`src/rtl/clk_div.sv`:
```
// Programmable integer clock divider with combinational bypass for ratios 0/1 or when disabled.
// Latency: div_q toggles one CLK edge after terminal count; bypass mux switches combinationally.
// Backpressure: none, free-running; ratio changes take effect at the next phase compare.
module clk_div #(
    parameter int RATIO_WD = 5
) (
    input  logic                CLK,
    input  logic                RST,
    input  logic                CLK_EN,
    input  logic [RATIO_WD-1:0] DIV_RATIO,
    output logic                DIV_CLK
);

    localparam logic [RATIO_WD-1:0] ONE = RATIO_WD'(1);
    localparam logic [RATIO_WD-1:0] TWO = RATIO_WD'(2);

    logic                div_mode;
    logic [RATIO_WD-1:0] low_len;
    logic [RATIO_WD-1:0] high_len;
    logic [RATIO_WD-1:0] cnt;
    logic                div_q;

    // Odd ratios put the extra cycle in the high phase.
    always_comb begin
        div_mode = CLK_EN && (DIV_RATIO >= TWO);
        low_len  = DIV_RATIO >> 1;
        high_len = DIV_RATIO - low_len;
    end

    // >= rather than == so a shrunk ratio ends the current phase instead of wrapping.
    always_ff @(posedge CLK or negedge RST) begin
        if (!RST) begin
            div_q <= 1'b0;
            cnt   <= '0;
        end else if (!div_mode) begin
            div_q <= 1'b0;
            cnt   <= '0;
        end else if (!div_q && (cnt >= (low_len - ONE))) begin
            div_q <= 1'b1;
            cnt   <= '0;
        end else if (div_q && (cnt >= (high_len - ONE))) begin
            div_q <= 1'b0;
            cnt   <= '0;
        end else begin
            cnt   <= cnt + ONE;
        end
    end

    assign DIV_CLK = div_mode ? div_q : CLK;

endmodule

```
`config.mk`:
```
export PLATFORM = sky130hd
export DESIGN_NAME = clk_div
export DESIGN_NICKNAME = d
export VERILOG_FILES = /design/src/rtl/clk_div.sv
export SDC_FILE = /design/constraint.sdc
export NUM_CORES = 1
export LEC_CHECK = 0
export BUFFER_PORTS_ARGS = -buffer_cell sky130_fd_sc_hd__clkbuf_2
export CAP_MARGIN = 20
export CORE_MARGIN = 2
export CORE_UTILIZATION = 40
export CTS_BUF_LIST = sky130_fd_sc_hd__clkbuf_16
export DETAILED_ROUTE_END_ITERATION = 8
export GPL_TIMING_DRIVEN = 0
export PLACE_DENSITY = 0.55
export RECOVER_POWER = 100
export SLEW_MARGIN = 5
export SYNTH_ARGS = -nofsm -noshare
export SYNTH_HDL_FRONTEND = slang
export SYNTH_SLANG_ARGS = --single-unit
```
`constraint.sdc`:
```
create_clock -name CLK -period 1.7 [get_ports CLK]
set_input_delay 0.17 -clock CLK [delete_from_list [all_inputs] [get_ports CLK]]
set_output_delay 0.17 -clock CLK [all_outputs]
set_load 0.02 [all_outputs]
```
==> flow_summary.json, run 1 <==
{
  "run_status": "finished with violations",
  "violations": "setup timing",
  "fin_crit_ns": 2.04,
  "grt-ovfl-total": 0,
  "drc": 0,
  "peakVddDrop_mv": 0.994,
  "gp_congestion": 0.769,
  "fin_cells": 128,
  "skew_ns": 0.0000940,
  "syn_inst": 82,
  "slew_violations": 0,
  "tightestPinTransition_ns": 0.366,
  "clk_pin_slew_ns": 0.03,
  "drt_pass1_iterations": 3,
  "die_width_um": 48.7,
  "syn_avg_cell_area_um2": 9.75,
  "core_um2": 1920,
  "antenna_found_initial": 0,
  "diodes": 0,
  "dp_hpwl_um": 1180,
  "synth_top_family_by_area": "adder cells",
  "via_per_inst": 4.88,
  "crit_start": "DIV_RATIO[1]",
  "finalSetupTns_ns": -1.72,
  "finalNetCount": 132,
  "p_per_area_nw_per_um2": 1080,
  "synth-simple-area-share_pct": 17.1,
  "path_max_fanout": 6,
  "rsz0062_at_grt": "true",
  "die_h_um": 48.7,
  "gr-usage-all-layers_pct": 17.3,
  "die_area_um2": 2370,
  "cellLeakagePower_nw": 0.552,
  "ys_seq_area_share_pct": 18.8,
  "grt_max_degree": 7,
  "hold_path.class": "in -> async",
  "startpoint_type": "input pin",
  "start_util_pct": 41.6,
  "maxCapViolCount": 0,
  "clock_latency_ns": 0.34,
  "first_global_vias": 712,
  "path_class": "in -> reg",
  "rr_worst_depth": 5,
  "synthDistinctLibCells": 25,
  "dp.cells": 117,
  "place_ws_ns": -0.830,
  "yosys-mux-area-fraction_pct": 0,
  "critical_path_required_ns": 1.96,
  "syn-cell-area_um2": 800,
  "finalSetupViolations": 6,
  "vias": 625,
  "setup_ws_ns": -0.340,
  "syn2layout_area_growth_pct": 39.3,
  "drtIter0Drc": 3,
  "wire_per_inst_um": 12.6,
  "drive_gt1_share_pct": 31.7,
  "timing.rr.end": "cnt[4]",
  "synth_compound_area_share_pct": 16.4,
  "final_hold_viol_count": 0,
  "slew-limit-headroom_pct": 75.6,
  "fmax_mhz": 490,
  "timing.hold.ws_ns": 0.231,
  "synthXorXnorAreaFrac_pct": 8.76,
  "p_total_mw": 1.20,
  "ys_ff_latch": 6,
  "synth_fa_ha_area_share_pct": 33.8,
  "critPathCaptureType": "flip-flop",
  "rows": 16,
  "r2r_start": "cnt[2]",
  "cts_tree": "done",
  "regToRegSetupSlack_ns": 0.06,
  "grt_pass1_wl_um": 2980,
  "fin_crit_sh_pct": 120,
  "routed_wl_um": 1620,
  "synth_nets": 111,
  "yosysWarnings": 0,
  "portBuffers": 8,
  "crit_arrival_ns": 2.30,
  "ios": 9,
  "postRouteAntennaNets": 0
}
layout by cell type, fill, tap and decap left out, drive strengths merged:
cell type / instances
ha: 20
clkbuf: 14
inv: 11
dfrtp: 6
nor3: 6
nand2: 5
o21ai: 5
xnor2: 4
xor2: 4
buf: 4
a21oi: 4
nand3: 3
o21bai: 2
a31oi: 2
nor2b: 2
nor3b: 2
nand2b: 1
a21o: 1
and3b: 1
o221ai: 1
a41o: 1
fa: 1
dlygate4sd3: 1
per-stage QoR:
| stage | cell area (um2) | util [%] |
|---|---|---|
| global route | 1110 | 57.9 |
| detailed placement | 905 | 47.1 |
| global placement | 905 | 47.1 |
| floorplan | 831 | - |
| CTS | 1110 | 58.0 |
| finish | 1110 | 57.9 |
what timing repair did:
item,in CTS,in global routing
endpoints found under the setup margin,6,6
cloned,0,0
hold buffers,1,0
gates resized for setup,3,0
setup buffers,4,0
hold endpoints to repair,6,0
pin swaps,3,1
metal layers:
metal | share of wire, % | GRT usage (%)
met5 | 0 | 0
met4 | 1.4 | 9.05
met3 | 4.1 | 8.33
met2 | 49 | 26.0
met1 | 45 | 20.3
cells by family (layout without fill, tap and decap cells):
group           count (synthesis)  in the layout
xor+xnor                        8              8
simple gates                   20             20
flops                           6              6
fa+ha+maj                      21             21
compound gates                 16             16
buf+inv                        11             30
area by class of cell:
class	instances	area (um2)
well taps	27	33.8
clock buffers	7	155
flip-flops and latches	6	150
multi-input cells	65	627
inverters	11	53.8
repair buffers	12	93.8
fillers	193	808
worst max-delay path by stage:
stage,endpoint,slack (ns),cells past startpoint
finish,div_q,-0.34,12
global route,div_q,-0.45,12
CTS,div_q,-0.36,12
detailed placement,div_q,-0.83,12
global placement,div_q,-0.79,12
floorplan,div_q,-0.38,11
cell usage after synthesis:
cell      instances  share of area [%]
nor3_1            2                1.3
o221ai_2          1                1.9
a21oi_4           1                2.0
xnor2_1           4                4.4
inv_2             1               0.47
xor2_1            4                4.4
nor2b_1           2                1.6
nand2_1           5                2.3
nand2b_1          1               0.78
nand3_1           3                1.9
o21ai_0           3                1.9
a31oi_1           2                1.6
o21bai_1          2                1.9
a41o_4            1                2.7
a21oi_1           3                1.9
nor3_2            4                5.0
a21o_1            1               0.94
inv_1            10                4.7
dfrtp_1           6                 19
o21ai_2           1                1.1
and3b_1           1                1.1
nor3b_2           2                3.1
o21ai_1           1               0.63
ha_1             20                 31
fa_1              1                2.5
sequential cells by signal, summed over array words and instances (netlist names):
register,flops
cnt,5
div_q,1
report_power, final:
group	switching, mW	total [mW]	internal [mW]
clock	0.157	0.773	0.616
sequential	0.0215	0.180	0.159
combinational	0.128	0.246	0.117
total	0.307	1.20	0.892
critical path: stages:
cell	delay, ns
clkbuf_16	0.13
inv_12	0.03
ha_4	0.15
fa_2	0.35
a21oi_2	0.15
o21bai_1	0.09
xnor2_1	0.19
ha_1	0.30
a21oi_4	0.14
o221ai_2	0.12
a41o_4	0.29
nor3b_2	0.18
Power figures use the tool's default switching activity.
==> run 2, diff against run 1 <==
Settings changed: SLEW_MARGIN 5 to unset.
Clock period 1.7 ns to 2.5 ns, I/O delays scaled along.
==> run 2 against run 1 <==
Worst setup slack better by 0.51 ns. Global-route usage is 2.2 points lower. Hold slack improved by 0.065 ns. Largest power group unchanged. First-iteration DRC count decreased by 33%. Combinational power decreased by 41%. Total power is 34% lower. Non-clock buffer count decreased by 4. The flow now finishes without violations.
==> flow_summary.json, run 2 (synthesis gave the netlist of run 1 again) <==
{
  "run_status": "finished, final reports clean",
  "crit_arrival_ns": 2.58,
  "fin_crit_ns": 2.33,
  "cts_tree": "done",
  "path_max_fanout": 6,
  "drtIter0Drc": 2,
  "critical_path.most_common_cell": "ha_1",
  "drive_gt1_share_pct": 21.6,
  "placed_cell_area_um2": 873,
  "finalSetupTns_ns": 0,
  "min_to": "cnt[3]",
  "regToRegSetupSlack_ns": 0.90,
  "die_h_um": 48.7,
  "fin_crit_sh_pct": 93.3,
  "dp_hpwl_um": 1150,
  "gp_congestion": 0.839,
  "multi_input_area_um2": 602,
  "critPathCaptureType": "flip-flop",
  "grt-ovfl-total": 0,
  "slew-limit-headroom_pct": 78.2,
  "hold_path.class": "in -> reg",
  "max_stage_delay_ns": 0.42,
  "finalSetupViolations": 0,
  "crit_chain": "clkbuf_2 > inv_1 > ha_1 > fa_1 > a21oi_2 > o21bai_1 > xnor2_1 > ha_1 > a21oi_4 > o221ai_2 > a41o_4 > nor3b_1",
  "seqCellArea_um2": 150,
  "clk_pin_slew_ns": 0.03,
  "dr_wl_met3_um": 70,
  "r2r_start": "cnt[2]",
  "peakVddDrop_mv": 0.514,
  "m1WireLength_um": 679,
  "vias": 591,
  "slew_violations": 0,
  "ios": 9,
  "rsz0062_at_grt": "false",
  "fill_cells": 194,
  "tightestPinTransition_ns": 0.327,
  "rr_worst_depth": 5,
  "diodes": 0,
  "final_cell_area_um2": 1020,
  "clock_latency_ns": 0.34,
  "syn2layout_area_growth_pct": 28.2,
  "hold_path_depth": 4,
  "wire_per_inst_um": 11.3,
  "first_global_vias": 646,
  "top_layer_used": "met4",
  "postRouteAntennaNets": 0,
  "start_util_pct": 41.6,
  "largest_register": "cnt",
  "grt_pass1_wl_um": 2550,
  "via_per_inst": 4.77,
  "die_area_um2": 2370,
  "rows": 16,
  "cp_slowest_cell": "fa_1",
  "drt_pass1_iterations": 2,
  "antenna_found_initial": 0,
  "routed_wl_um": 1400,
  "maxCapViolCount": 0,
  "core_um2": 1920,
  "skew_ns": 0.00233,
  "p_per_area_nw_per_um2": 768,
  "cellLeakagePower_nw": 0.520,
  "wl_met2_um": 618,
  "layout_commonest_cell": "ha_1",
  "portBuffers": 8,
  "gr-usage-all-layers_pct": 15.1,
  "final_cell_mix": "ha_1 (20), inv_1 (11), clkbuf_16 (6), dfrtp_1 (6), clkbuf_2 (6)",
  "fmax_mhz": 429,
  "worstHoldStart": "CLK_EN",
  "grt_max_degree": 7,
  "final_hold_viol_count": 0,
  "die_width_um": 48.7,
  "drc": 0,
  "finalNetCount": 128,
  "path_class": "in -> reg",
  "timing.rr.end": "cnt[1]",
  "critical_path_required_ns": 2.75,
  "largest_reg_flops": 5,
  "post-cts-setup-buffers": 0,
  "top_regs": "cnt: 5 flops, div_q: 1 flops",
  "startpoint_type": "input pin"
}
[run 2: worst max-delay path: cells and delay by family]
kind,cells,cell delay (ns)
AOI/OAI and AO/OA,5,0.79
xor gates and xnor gates,1,0.13
adders and majority gates,3,0.98
buffers and inverters,2,0.26
and+or+nand+nor,1,0.18
[run 2: final cells by class]
class / count / area share (%)
Clock buffer: 7 / 15.0
Inverter: 11 / 4.03
Multi-Input combinational cell: 65 / 58.7
Sequential cell: 6 / 14.7
Tap cell: 27 / 3.30
Timing Repair Buffer: 8 / 4.27
[run 2: report_power, final]
group	switching, mW	internal, mW
combinational	0.0791	0.0652
sequential	0.0133	0.108
clock	0.105	0.416
[run 2: metal layers]
layer	track usage (%)	vias to the layer above
li1	-	320
met2	21.2	10
met3	8.33	5
met4	11.0	0
met1	17.1	256
met5	0	-
[run 2: timing repair]
item                                    4_1_cts  5_1_grt
hold buffers                                  1        0
resized for setup                             0        1
hold endpoints to repair                      6        0
endpoints found under the setup margin        0        1
[run 2: stage by stage]
step / worst slack [ns] / instances / total power [mW] / util (%) / hold slack (ns)
finish: 0.167 / 124 / 0.787 / 53.3 / 0.297
global route: 0.0261 / 124 / 0.836 / 53.3 / 0.320
CTS: 0.141 / 124 / 0.807 / 53.8 / 0.277
detailed placement: -0.196 / 117 / 0.300 / 45.4 / 0.0858
global placement: -0.147 / 117 / 0.297 / 45.4 / 0.0829
floorplan: 0.234 / 82 / 0.255 / - / -0.0456
[run 2: how the worst max path moves through the flow]
stage / startpoint / end / slack (ns) / cells past startpoint
3_3_place_gp: DIV_RATIO[1] / div_q / -0.15 / 12
2_1_floorplan: DIV_RATIO[1] / cnt[1] / 0.23 / 11
4_1_cts: DIV_RATIO[1] / cnt[4] / 0.14 / 12
3_5_place_dp: DIV_RATIO[1] / cnt[4] / -0.20 / 12
5_1_grt: DIV_RATIO[1] / cnt[1] / 0.03 / 12
6_report: DIV_RATIO[1] / div_q / 0.17 / 12
